**config.mk**
```make
export PLATFORM = sky130hd
export DESIGN_NAME = mem_port_arbiter
export DESIGN_NICKNAME = d
export VERILOG_FILES = /design/src/rtl/mem_port_arbiter.sv
export SDC_FILE = /design/constraint.sdc
export NUM_CORES = 1
export LEC_CHECK = 0
export CAP_MARGIN = 20
export CORE_AREA = 3 3 138 140
export DETAILED_ROUTE_END_ITERATION = 8
export DIE_AREA = 0 0 141 143
export PLACE_DENSITY = 0.7
export SYNTH_ARGS = -nofsm -noshare
export SYNTH_HDL_FRONTEND = slang
export SYNTH_SLANG_ARGS = --single-unit
```
**constraint.sdc**
```tcl
create_clock -name clk -period 1.5 [get_ports clk]
set_input_delay 0.15 -clock clk [delete_from_list [all_inputs] [get_ports clk]]
set_output_delay 0.15 -clock clk [all_outputs]
set_load 0.05 [all_outputs]
```
**src/rtl/mem_port_arbiter.sv**
```systemverilog
// Arbitrates one external memory port between fetch and memacc, one transaction in flight.
// Optional ARB_PERF_CNT_EN adds conflict and fetch-wait performance counters.
module mem_port_arbiter #(
  parameter int unsigned STARVE_LIMIT = 4,
  parameter logic [2:0]  FETCH_WIDTH  = 3'b010
) (
  input  logic        clk,
  input  logic        reset,
  input  logic        if_req,
  input  logic [31:0] if_addr,
  input  logic        if_flush,
  output logic        if_ready,
  output logic        if_rvalid,
  output logic [31:0] if_rdata,
  input  logic        d_req,
  input  logic [31:0] d_addr,
  input  logic        d_we,
  input  logic [31:0] d_wdata,
  input  logic [2:0]  d_width,
  output logic        d_ready,
  output logic        d_rvalid,
  output logic [31:0] d_rdata,
  output logic        mem_req,
  output logic [31:0] mem_addr,
  output logic        mem_we,
  output logic [31:0] mem_wdata,
  output logic [2:0]  mem_width,
  input  logic        mem_gnt,
  input  logic        mem_rvalid,
  input  logic [31:0] mem_rdata
`ifdef ARB_PERF_CNT_EN
  ,
  output logic [31:0] perf_conflict_cnt,
  output logic [31:0] perf_fetch_wait_cnt
`endif
);

  localparam int unsigned StreakW = $clog2(STARVE_LIMIT + 1);
  localparam logic [StreakW-1:0] Limit = StreakW'(STARVE_LIMIT);

  typedef enum logic [1:0] {StIdle, StReq, StWait, StResp} state_e;
  typedef enum logic {OwnData, OwnFetch} owner_e;

  state_e             state_q, state_d;
  owner_e             owner_q, owner_d;
  logic [StreakW-1:0] streak_q, streak_d;
  logic               drop_q, drop_d;
  logic [31:0]        addr_q, addr_d, wdata_q, wdata_d;
  logic               we_q, we_d;
  logic [2:0]         width_q, width_d;
  logic [31:0]        d_rdata_q, d_rdata_d, if_rdata_q, if_rdata_d;
  logic               data_win;

  // Data wins unless fetch has been starved for STARVE_LIMIT consecutive data grants.
  assign data_win = d_req && !(if_req && (streak_q == Limit));

  always_comb begin
    state_d    = state_q;
    owner_d    = owner_q;
    streak_d   = streak_q;
    drop_d     = drop_q;
    addr_d     = addr_q;
    wdata_d    = wdata_q;
    we_d       = we_q;
    width_d    = width_q;
    d_rdata_d  = d_rdata_q;
    if_rdata_d = if_rdata_q;
    d_ready    = 1'b0;
    if_ready   = 1'b0;
    mem_req    = 1'b0;
    d_rvalid   = 1'b0;
    if_rvalid  = 1'b0;
    unique case (state_q)
      StIdle: begin
        drop_d = 1'b0;
        if (data_win) begin
          d_ready = 1'b1;
          owner_d = OwnData;
          addr_d  = d_addr;
          we_d    = d_we;
          wdata_d = d_wdata;
          width_d = d_width;
          state_d = StReq;
          if (!if_req) begin
            streak_d = '0;
          end else if (streak_q != Limit) begin
            streak_d = streak_q + StreakW'(1);
          end
        end else if (if_req) begin
          if_ready = 1'b1;
          owner_d  = OwnFetch;
          addr_d   = if_addr;
          we_d     = 1'b0;
          wdata_d  = '0;
          width_d  = FETCH_WIDTH;
          streak_d = '0;
          state_d  = StReq;
        end
      end
      StReq: begin
        mem_req = 1'b1;
        if (owner_q == OwnFetch && if_flush) drop_d = 1'b1;
        if (mem_gnt) state_d = StWait;
      end
      StWait: begin
        if (owner_q == OwnFetch && if_flush) drop_d = 1'b1;
        if (mem_rvalid) begin
          state_d = StResp;
          if (owner_q == OwnData) begin
            d_rdata_d = mem_rdata;
          end else if (!drop_q && !if_flush) begin
            if_rdata_d = mem_rdata;
          end
        end
      end
      StResp: begin
        drop_d  = 1'b0;
        state_d = StIdle;
        if (owner_q == OwnData) begin
          d_rvalid = 1'b1;
        end else begin
          // A flush landing in the response cycle itself still suppresses the pulse.
          if_rvalid = !drop_q && !if_flush;
        end
      end
      default: state_d = StIdle;
    endcase
    if (reset) begin
      d_ready   = 1'b0;
      if_ready  = 1'b0;
      mem_req   = 1'b0;
      d_rvalid  = 1'b0;
      if_rvalid = 1'b0;
    end
  end

  always_ff @(posedge clk) begin
    if (reset) begin
      state_q    <= StIdle;
      owner_q    <= OwnData;
      streak_q   <= '0;
      drop_q     <= 1'b0;
      addr_q     <= '0;
      wdata_q    <= '0;
      we_q       <= 1'b0;
      width_q    <= '0;
      d_rdata_q  <= '0;
      if_rdata_q <= '0;
    end else begin
      state_q    <= state_d;
      owner_q    <= owner_d;
      streak_q   <= streak_d;
      drop_q     <= drop_d;
      addr_q     <= addr_d;
      wdata_q    <= wdata_d;
      we_q       <= we_d;
      width_q    <= width_d;
      d_rdata_q  <= d_rdata_d;
      if_rdata_q <= if_rdata_d;
    end
  end

  assign mem_addr  = addr_q;
  assign mem_we    = we_q;
  assign mem_wdata = wdata_q;
  assign mem_width = width_q;
  assign d_rdata   = d_rdata_q;
  assign if_rdata  = if_rdata_q;

`ifdef ARB_PERF_CNT_EN
  logic [31:0] conflict_q, fetch_wait_q;

  always_ff @(posedge clk) begin
    if (reset) begin
      conflict_q   <= '0;
      fetch_wait_q <= '0;
    end else begin
      if (state_q == StIdle && d_req && if_req) conflict_q <= conflict_q + 32'd1;
      if (if_req && !if_ready) fetch_wait_q <= fetch_wait_q + 32'd1;
    end
  end

  assign perf_conflict_cnt   = conflict_q;
  assign perf_fetch_wait_cnt = fetch_wait_q;
`endif

endmodule

```
### Yosys cells after proc, flatten, opt, wreduce, memory -nomap -nowiden

Index checks and enable logic that the tools add are counted.

* bits in latches: 0
* register bits after elaboration: 139
* word-level logic and storage cells: 74
* bits in read-only memories: 0
* memory bits (writable): 0
* input port bits: 139
* memories: 0

* bitwise operators: 1
* reductions and logical operators: 16
* div/mod/pow operators: 0
* $add $sub $neg: 1
* shift operators: 0
* mux-type cells: 36
* $mul: 0
* eq/ne operators: 10
* magnitude comparators: 0

Operators by type and width (count)
* 2-to-1 mux 32 bit: 4
* 2-to-1 mux 1 bit: 20
* 2-to-1 mux 3 bit: 6
* AND reduction 3 bit: 3
* 2-to-1 mux 2 bit: 4
* one-hot mux 2 bit (4 select lines): 1
* != test 3 bit (second input constant): 2
* equality test 2 bit (second input constant): 2
* logical AND 1 bit: 4
* != test 2 bit (second input constant): 2
* AND reduction 4 bit: 1
* OR reduction 2 bit: 2
* adder 3 x 1 -> 3 bit (second input constant): 1
* equality test 3 bit (second input constant): 1
* zero test 1 bit: 3
* != test 3 x 2 -> 1 bit (second input constant): 1
* equality test 2 x 1 -> 1 bit (second input constant): 1
* zero test 2 bit: 1
* != test 2 x 1 -> 1 bit (second input constant): 1
* one-hot mux 1 bit (2 select lines): 1
* AND reduction 2 bit: 1
* nonzero test 2 bit: 1
* inverter 1 bit: 1

### Logic depth before layout (Yosys ltp)

* depth in word-level cells: 7
* gate-level depth with buffers: 7
* mapped depth without buffers: 5

### Worst setup path before layout

No wires, ideal clock.

* kind: register to output
* start: register streak_q[0]
* end: output if_ready
* path slack: -0.701 ns
* data required time: 1.350 ns
* data arrival time: 2.051 ns
* cell stages (with the launch flop): 6
* cell sequence: dfxtp_1 inv_1 ha_1 and3_1 nor2_1 nor3b_1

* word-level cells in the longest chain between the ends: 7

Ends and longest elaborated chain
* start, declared: RTL line 46 `logic [StreakW-1:0] streak_q, streak_d;`
* start signal, assigned: RTL line 152 `streak_q <= streak_d;`
* equality test 3 bit: RTL line 55 `assign data_win = d_req && !(if_req && (streak_q == Limit));`
* logical AND 1 bit: RTL line 55
* zero test 1 bit: RTL line 55
* logical AND 1 bit: RTL line 55
* 2-to-1 mux 1 bit: RTL line 76 `if (data_win) begin`
* 2-to-1 mux 1 bit: RTL line 73 `unique case (state_q)`
* 2-to-1 mux 1 bit: RTL line 128 `if (reset) begin`
* end, declared: RTL line 12 `output logic if_ready,`

No other way between the ends.

### Worst setup path in the final report

Ends and elaborated chain as after synthesis.

==> key figures <==
Timing
  • Tmin final: 1.75 ns
  • Setup violators final: 3
  • Worst relative slew slack: 52.5%
  • Crit share post-route: 117%
  • Worst slew pin tran: 0.713 ns
  • Worst Skew: 0.00938 ns
  • Post-route setup slack: -0.249 ns
  • Fin. Hold Viols: 0
  • Fin. max-slew vios: 0
  • Fmax: 0.572 GHz
  • RSZ-0062 raised after global routing: true

Clocking
  • CTS Buf Count: 17
  • Clock sinks: 139
  • CTS tree: built
  • H-tree levels: 4
  • Hold buffers post-CTS: 0
  • Root buf cell: clkbuf_16
  • Latest clock arrival within the worst-skew pair: 0.42 ns
  • Reg clk slew, reported paths: 0.06 ns
  • Clock Tree Buf Depth: 2

Floorplanning
  • Row cnt: 49
  • Chip Width: 141 um
  • DIE AREA: 0.0202 mm2
  • Die Y-Extent: 143 um
  • Initial Util: 29.8%
  • Core area: 0.0180 mm2
  • Top Ports: 276

Cells and area
  • Layout cells sized above 1: 28.8%
  • Final Util: 51.5%
  • Final instance area: 0.00925 mm2
  • Syn-to-layout area delta: 72.7%
  • Final #Nets: 1049
  • Ant. Diodes: 0
  • Total of fill cells in the finished design: 1658
  • Non-filler cells, final: 1145
  • Commonest non-fill, non-tap cell in the layout: buf_4
  • Register area: 0.00279 mm2
  • Most frequent cells in the layout: buf_4 (164), clkdlybuf4s50_1 (137), dfxtp_1 (133)
  • Footprint of the multi-input gates: 0.00241 mm2

Critical path
  • Max FO, Critical Path: 3
  • Startpoint Class: flop
  • CP Data Required Time: 1.35 ns
  • Worst setup path class: reg -> out
  • Worst path arrival time: 1.60 ns
  • Nature of the critical path endpoint: primary output
  • R2R Setup Slk: 0.02 ns

Place
  • Detailed Place HPWL: 13100 um
  • Post-Place Cell Area: 0.00825 mm2
  • Port Buffers: 275
  • Routability cong.: 0.805
  • Placed cell count: 1098

Synth
  • Synth unique cells: 35
  • Post-Syn Area per Cell: 8.72 um2
  • Main combinational cell family by area after synthesis: compound AO/OA/AOI/OAI gates
  • XOR/XNOR share of the synthesized area: 0%
  • Post-Synth Adder-Cell Area: 1.64%
  • Synth area leaders: dfxtp_1 (52%), a21oi_1 (9.4%), o21ai_0 (5.8%)
  • Synth Instances: 614
  • Sequential area share after synthesis: 52.0%
  • Mapped Area: 0.00535 mm2
  • Synth Area in Compound Gates: 28.9%
  • #FFs+latches synth: 139
  • Number of enable flip-flop cells after synthesis: 0
  • Main synth FF type: dfxtp_1
  • Yosys top cell by area: dfxtp_1
  • Synth top area share: 52.0%
  • Async SR Flop Fraction: 0%
  • Simple-gate area share of the yosys netlist: 11.4%
  • Multiplexer area fraction after synthesis: 0.187%
  • Syn. warnings: 0
  • Syn_nets: 760

Worst hold path
  • Type of the worst min-delay path: in -> reg

Routing
  • WL/cell: 17.0 um
  • Number of DRC markers in iteration 0: 317
  • DRT Pass-1 Iters: 4
  • Final wirelength: 19400 um
  • Post-DR vias/cell: 5.03
  • Vias: 5765
  • # DRC: 0
  • Post-route ant nets: 0

GRT
  • Total GRT Usage: 17.6%
  • Vias in the first global route: 5415
  • Pin count of the biggest net entering global routing: 65
  • GRT overflow: 0
  • First-pass GRT wire length: 28600 um
  • Initial antenna violation count: 0

Outcome
  • Status: complete, but fails checks
  • Failing checks: setup timing

Power
  • PD cells: 1700 mW/mm2
  • VDD IR max: 0.969 mV
  • P_leak: 3.67 nW

Job
  • MaxCap Viol Count: 0
==> cells by family after synthesis <==
logic type | count (synthesis)
DFF | 139
AOI/OAI and AO/OA | 272
and+or+nand+nor | 128
muxes | 1
buffers and inverters | 67
adders and majority gates | 7
==> worst paths after layout <==
check | depth (start not counted) | end | startpoint
worst max-delay path | 6 | if_ready | streak_q[0]
worst min-delay path | 3 | streak_q[0] | reset
worst max register to register | 7 | mem_wdata[25] | streak_q[0]
worst min register to register | 2 | d_rdata[6] | d_rdata[6]
==> critical path: stages (launching register included) <==
cell     delay [ns]
dfxtp_2        0.33
inv_2          0.07
ha_4           0.15
and3_4         0.21
nor2_4         0.05
nor3b_4        0.21
buf_12         0.16
==> synth_stat cells (4+ instances only) <==
library cell / number
a21oi_1: 101
a22o_1: 35
a31oi_1: 34
buf_2: 22
buf_6: 4
clkbuf_1: 31
dfxtp_1: 139
ha_1: 7
inv_1: 6
nand2_1: 71
nand3_1: 33
nor2_1: 5
o21ai_0: 62
o21ai_1: 36
==> sequential cells by signal, indices dropped and copies added, names as in the netlist <==
register and flops:
drop_q 1, mem_we 1, mem_width 3, owner_q 1, if_rdata 32, mem_wdata 32
mem_addr 32, d_rdata 32, streak_q 3, state_q 2
==> what timing repair did <==
| action | CTS | global route |
|---|---|---|
| pin swaps | 7 | 4 |
| resized for setup | 24 | 36 |
| buffers inserted | 7 | 5 |
| cloned | 0 | 5 |
| endpoints found under the setup margin | 14 | 110 |
==> routing by layer <==
metal	track usage (%)	routed length [um]	up-vias	share of wire [%]
met5	0	0	-	0
met2	29.7	9540	230	49
met3	5.06	1410	29	7.3
met4	6.78	384	0	2.0
li1	-	-	2788	-
met1	21.3	8070	2718	42
==> area by class of cell <==
| class | instances | share of cell area, % |
|---|---|---|
| inverters | 7 | 0.284 |
| flip-flops and latches | 139 | 30.2 |
| clock buffers | 19 | 4.79 |
| multi-input cells | 408 | 26.1 |
| well taps | 229 | 3.10 |
| clock inverters | 13 | 2.06 |
| repair buffers | 330 | 33.5 |
==> report_power, final <==
group | switching (mW) | leakage [nW] | internal, mW
clock | 1.69 | 0.297 | 2.84
combinational | 4.06 | 2.23 | 2.33
sequential | 0.374 | 1.14 | 4.38
total | 6.12 | 3.67 | 9.55
==> through the flow <==
stage               setup slack [ns]  TNS, ns  power [mW]  hold WS (ns)
finish                        -0.249   -0.517        15.7         0.153
global route                  -0.321    -1.13        16.4         0.152
CTS                           -0.304   -0.811        15.5         0.123
detailed placement            -0.124    -7.90        10.8         0.447
global placement             -0.0979    -6.28        10.8         0.444
floorplan                    -0.0345  -0.0345        8.54         0.283
No activity file was read; power rests on OpenSTA's default activity.
